$ cat src/rtl/prime_ctrl.sv
// Control FSM for a trial-division primality tester; drives load enables and
// mux selects of an external datapath and reports the verdict on prime.
module prime_ctrl (
    input  logic        clk,
    input  logic        rst,
    input  logic        start,
    input  logic        abort,
    input  logic        t_gt_d,
    input  logic        t_eq_d,
    input  logic        t_lt_d,
    input  logic        d_gt_h,
    input  logic        n_lt2,
    output logic        nc,
    output logic        divc,
    output logic        tmp1c,
    output logic        tmp2c,
    output logic        resc,
    output logic        div_sel,
    output logic        tmp1_sel,
    output logic        busy,
    output logic        done,
    output logic        prime,
    output logic [2:0]  state,
    output logic [15:0] cyc
);

    localparam logic [2:0]  S_IDLE  = 3'd0;
    localparam logic [2:0]  S_LOAD  = 3'd1;
    localparam logic [2:0]  S_CHK   = 3'd2;
    localparam logic [2:0]  S_DIVL  = 3'd3;
    localparam logic [2:0]  S_FIN   = 3'd4;
    localparam logic [15:0] CYC_MAX = 16'hFFFF;

    logic [2:0]  state_r;
    logic [2:0]  next_state_s;
    logic        prime_r;
    logic        prime_set_s;
    logic        prime_clr_s;
    logic [15:0] cyc_r;

    // State register
    always_ff @(posedge clk) begin
        if (rst) begin
            state_r <= S_IDLE;
        end else begin
            state_r <= next_state_s;
        end
    end

    // Next-state decode; unused codes fall back to IDLE
    always_comb begin
        next_state_s = S_IDLE;
        case (state_r)
            S_IDLE: begin
                if (start) next_state_s = S_LOAD;
                else       next_state_s = S_IDLE;
            end
            S_LOAD: begin
                if (abort) next_state_s = S_IDLE;
                else       next_state_s = S_CHK;
            end
            S_CHK: begin
                if (abort)       next_state_s = S_IDLE;
                else if (n_lt2)  next_state_s = S_FIN;
                else if (d_gt_h) next_state_s = S_FIN;
                else             next_state_s = S_DIVL;
            end
            S_DIVL: begin
                // equality wins so a divisor hit is never missed on flag overlap
                if (abort)       next_state_s = S_IDLE;
                else if (t_eq_d) next_state_s = S_FIN;
                else if (t_gt_d) next_state_s = S_DIVL;
                else if (t_lt_d) next_state_s = S_CHK;
                else             next_state_s = S_DIVL;
            end
            S_FIN:   next_state_s = S_IDLE;
            default: next_state_s = S_IDLE;
        endcase
    end

    // Output decode: datapath enables, selects and verdict updates
    always_comb begin
        nc          = 1'b0;
        divc        = 1'b0;
        tmp1c       = 1'b0;
        tmp2c       = 1'b0;
        resc        = 1'b0;
        div_sel     = 1'b0;
        tmp1_sel    = 1'b0;
        prime_set_s = 1'b0;
        prime_clr_s = 1'b0;
        case (state_r)
            S_IDLE: begin
                nc = start;
            end
            S_LOAD: begin
                if (abort) begin
                    prime_clr_s = 1'b1;
                end else begin
                    tmp2c       = 1'b1;
                    divc        = 1'b1;
                    prime_set_s = 1'b1;
                end
            end
            S_CHK: begin
                if (abort) begin
                    prime_clr_s = 1'b1;
                end else if (n_lt2) begin
                    prime_clr_s = 1'b1;
                end else if (d_gt_h) begin
                    prime_clr_s = 1'b0;
                end else begin
                    tmp1c = 1'b1;
                end
            end
            S_DIVL: begin
                if (abort) begin
                    prime_clr_s = 1'b1;
                end else if (t_eq_d) begin
                    resc        = 1'b1;
                    prime_clr_s = 1'b1;
                end else if (t_gt_d) begin
                    tmp1c    = 1'b1;
                    tmp1_sel = 1'b1;
                end else if (t_lt_d) begin
                    divc    = 1'b1;
                    div_sel = 1'b1;
                end else begin
                    prime_clr_s = 1'b0;
                end
            end
            S_FIN: begin
                prime_clr_s = 1'b0;
            end
            default: begin
                prime_clr_s = 1'b0;
            end
        endcase
    end

    // Verdict register: set on LOAD, cleared on divisor hit, n<2 or abort
    always_ff @(posedge clk) begin
        if (rst) begin
            prime_r <= 1'b0;
        end else if (prime_clr_s) begin
            prime_r <= 1'b0;
        end else if (prime_set_s) begin
            prime_r <= 1'b1;
        end else begin
            prime_r <= prime_r;
        end
    end

    // Busy-cycle counter: restarts when a test is accepted, saturates
    always_ff @(posedge clk) begin
        if (rst) begin
            cyc_r <= 16'd0;
        end else if (state_r == S_IDLE) begin
            if (start) cyc_r <= 16'd0;
            else       cyc_r <= cyc_r;
        end else if (cyc_r != CYC_MAX) begin
            cyc_r <= cyc_r + 16'd1;
        end else begin
            cyc_r <= cyc_r;
        end
    end

    assign busy  = (state_r != S_IDLE);
    assign done  = (state_r == S_FIN);
    assign prime = prime_r;
    assign state = state_r;
    assign cyc   = cyc_r;

endmodule
$ cat config.mk
export PLATFORM = sky130hd
export DESIGN_NAME = prime_ctrl
export DESIGN_NICKNAME = d
export VERILOG_FILES = /design/src/rtl/prime_ctrl.sv
export SDC_FILE = /design/constraint.sdc
export NUM_CORES = 1
export LEC_CHECK = 0
export BUFFER_PORTS_ARGS = -buffer_cell sky130_fd_sc_hd__buf_2
export CAP_MARGIN = 20
export CORE_UTILIZATION = 45
export DETAILED_ROUTE_END_ITERATION = 12
export PLACE_DENSITY = 0.75
export SLEW_MARGIN = 20
export SYNTH_ARGS = -nofsm -noshare
export SYNTH_HDL_FRONTEND = slang
export SYNTH_SLANG_ARGS = --single-unit
$ cat constraint.sdc
create_clock -name clk -period 1.7 [get_ports clk]
set_input_delay 0.085 -clock clk [delete_from_list [all_inputs] [get_ports clk]]
set_output_delay 0.085 -clock clk [all_outputs]
set_load 0.005 [all_outputs]
==> impl_summary.md <==
Run status
The flow ran to the end, but the final reports show violations. The checks that failed: negative setup slack.

Placement
At the end of routability-driven placement, the weighted congestion stood at 0.782. The placed cell area is 1540 µm². After legalization and detailed placement, the total HPWL measured about 2.4 mm. The number of buffer cells added on primary ports is 37.

STA
The tightest hold path in the finished design has a slack of approximately 80 ps. Setup slack on the critical path of the routed design comes to -48.5 ps. Derived from the worst setup path, the maximum achievable clock frequency is 572 MHz. The post-route setup TNS is -113 ps.

The count of final max-slew check failures is 0. The setup violation total in the final timing report is 4. Setup repair after global routing could not meet its margin everywhere. Across the routed clock network, the largest skew measured is roughly 5.1 ps.

The pin slew with the least headroom to its limit is approximately 440 ps. After layout, the minimum clock period comes to 1750 ps. In this run the tightest slew margin relative to its limit is 70.6%. The final critical-path share of the clock period is 103%. The final-report hold violation count came to 0.

GRT
The wire length of the first global-routing pass is 5.33 mm. The initial antenna violation count is 0. The via count of the first global-routing pass was 1237. The pin count of the biggest net entering global routing is 18. Global routing consumed, over all layers together, 26.0% of the routing resources. Summed over all layers, the global routing overflow is 0.

Worst setup path
The critical path goes through nand4_4 > or4_4 > or4b_1 > nand3_1. The worst register-to-register path has a setup slack of -50 ps. The total buffers and inverters traversed by the critical path is 0. The arrival time at the worst endpoint is ~2000 ps. Of all nets on the critical path, the largest fanout is 10. The worst setup path is captured at a flop.

The slowest stage of the critical path is the or4_4 cell. The start of the worst register-to-register path is cyc[7]$_SDFFE_PP0P_. By startpoint and endpoint, the worst setup path is classified as reg -> reg. The first element of the critical path is cyc[7]$_SDFFE_PP0P_. The required time reported for the critical path endpoint is a little under 2000 ps. STA classifies the critical path startpoint as a flop. Among cell families on the critical path, the largest total delay comes from simple AND/OR/NAND/NOR gates.

The delay of the slowest cell on the worst path is 580 ps.

Synth
In this run the mean area of a mapped cell was ~8.3 µm². The proportion of register bits with asynchronous set or reset after synthesis is 0%. Yosys mapped a number of flops with a built-in enable equal to 0.

The count of cell types in the netlist is 41. Synthesis produced a netlist with a net count of 152. The mapped cell area is 1180 µm². The post-synthesis register bit count is 20. Yosys printed 0 warnings. The most used flip-flop cell after synthesis is dfxtp_1. Sequential cells were found to cover 33.9% of the synthesized design area. The cell count after synthesis is 142.

Die
The effective utilization at floorplan is roughly 48%. The total area inside the core boundary comes to 2480 µm². The die covers roughly 2800 µm². The I/O pin total is 38. The horizontal die dimension is 53.2 µm. The floorplan has 18 rows. Measured along the y axis, the die boundary spans 53.2 µm.

Clocking
No sink is reached through more buffers than the 2 on the longest clock path. The total clock buffers created by CTS is 3. Clock tree synthesis selected as its root buffer the cell clkbuf_4. The clock insertion delay at the later pin of the skew report is 310 ps. The number of hold buffers added after CTS is 0. The number of clock sinks is 20.

TritonCTS built the clock tree. The count of H-tree levels built during CTS is 1. After clock tree synthesis, the clock-pin slew on the worst setup and hold paths is 110 ps.

Drt
Dividing the detail-routed wire length by the instance count gives about 15 µm. The number of search-and-repair iterations in the first detailed-routing pass is 4. The final antenna-violating net count is 0. Summed over all layers, the routed wires come to approximately 3.5 mm. For this run, design rule violations remaining after detail routing come to 0. After detailed routing, the number of vias per cell comes to just under 6. In this run, the number of DRC markers left after iteration 0 of detailed routing was 23. The number of vias after detailed routing is about 1400.

Finish
The post-route netlist has a little over half of its cells at a drive strength greater than 1. The layout has 214 filler cells. Leaving out fill and tap cells, the most frequent cell in the layout is buf_2.

The area used by sequential logic in the layout is 422 µm². The top cell types in the final layout, fill and taps aside, are buf_2, buf_4, nand2_1, dfxtp_2, inv_1. The final antenna diode count is 0.

For this run, the post-layout net count is 219. The area of the multi-input gates is between 700 and 800 µm². After routing the design area is 1730 µm². Relative to the synthesized area, the layout overhead comes to 46.4%.

Worst hold path
The worst hold path begins at abort. The class of the tightest hold or removal check is in -> reg.

Power and ir drop
VDD sags by at most 718 µV. The part of the total power dissipated in the clock network is a little over a quarter. The switching power is between 200 and 250 µW. Of the total power, the share spent switching nets is approximately 27%. In this run, the combinational gates consume 15.9% of the power. In this run the static leakage power is 0.000791 µW. In this run the power density over the cells is 491 nW/µm². The register share of total power is 56.8%. The internal power component is 618 µW.

Flow run
The count of max-cap constraint violations is 0.
kinds of logic (layout without fill, tap and decap cells):
family / count (synthesis) / count (layout) / synth area share, %
buffers and inverters: 16 / 81 / 6.99
AND/OR/NAND/NOR: 72 / 72 / 36.3
flip-flops: 20 / 20 / 33.9
AO/OA/AOI/OAI: 29 / 29 / 18.2
multiplexers: 4 / 4 / 3.50
adder cells (fa/ha/maj): 1 / 1 / 1.06
synth_stat cells, types with 3 or more instances:
cell / number / area (µm²)
nor4_1: 6 / 37.5
nor2_1: 9 / 33.8
nand2_1: 11 / 41.3
nand4_1: 5 / 31.3
o21ai_0: 6 / 30.0
o41ai_1: 3 / 26.3
o311ai_0: 3 / 26.3
o211ai_1: 5 / 37.5
inv_1: 11 / 41.3
nand3_1: 9 / 45.0
a311oi_1: 3 / 26.3
mux2i_1: 3 / 30.0
nand2b_1: 3 / 18.8
or3_1: 5 / 31.3
nor3_1: 5 / 25.0
or2_2: 4 / 25.0
dfxtp_1: 20 / 400
timing repair:
action | CTS | global route
resized for setup | 20 | 13
cloned | 0 | 0
endpoints found under the setup margin | 11 | 18
pin swaps | 4 | 4
buffers inserted | 7 | 1
state kept, by name, summed over array words and instances (netlist names):
name,count
state,3
cyc,16
prime,1
worst paths after layout:
kind | cells after the start | end
min reg2reg | 2 | cyc[15]$_SDFFE_PP0P_
min | 3 | prime$_SDFFE_PP0P_
max | 4 | cyc[13]$_SDFFE_PP0P_
max reg2reg | 4 | cyc[13]$_SDFFE_PP0P_
worst min-delay path, cell delays in order:
cell and delay [ps]:
buf_2 100, o21a_1 120, a311oi_1 50
per-layer routing:
layer	vias to the layer above	part of all wire [%]	track usage, %
met2	40	52	48.8
met1	672	42	28.4
met4	0	0.83	6.58
li1	673	-	-
met5	-	0	0
met3	4	5.5	6.32
layout make-up:
type,instances,share of cell area [%]
Timing Repair Buffer,67,24.2
Clock buffer,3,1.30
Multi-Input combinational cell,106,45.6
Inverter,11,2.39
Sequential cell,20,24.4
Tap cell,30,2.17
per-stage QoR:
| step | utilization (%) | worst slack, ps | power, µW | std cells |
|---|---|---|---|---|
| after CTS | 67.4 | -20.1 | 845 | 236 |
| after global placement | 62.2 | 20.9 | 605 | 226 |
| after global routing | 69.8 | -91.1 | 884 | 237 |
| after detailed placement | 62.2 | -41.5 | 610 | 226 |
| final | 69.8 | -48.5 | 849 | 237 |
| after floorplan | - | 8.53 | 560 | 142 |
power by group through the flow:
stage          sequential, µW  combinational [µW]  clock, µW
5_1_grt                   483                 149        253
2_1_floorplan             494                65.3          0
6_report                  482                 135        232
3_5_place_dp              494                 116          0
3_3_place_gp              493                 112          0
4_1_cts                   480                 131        235
(Power assumes the default switching activity.)
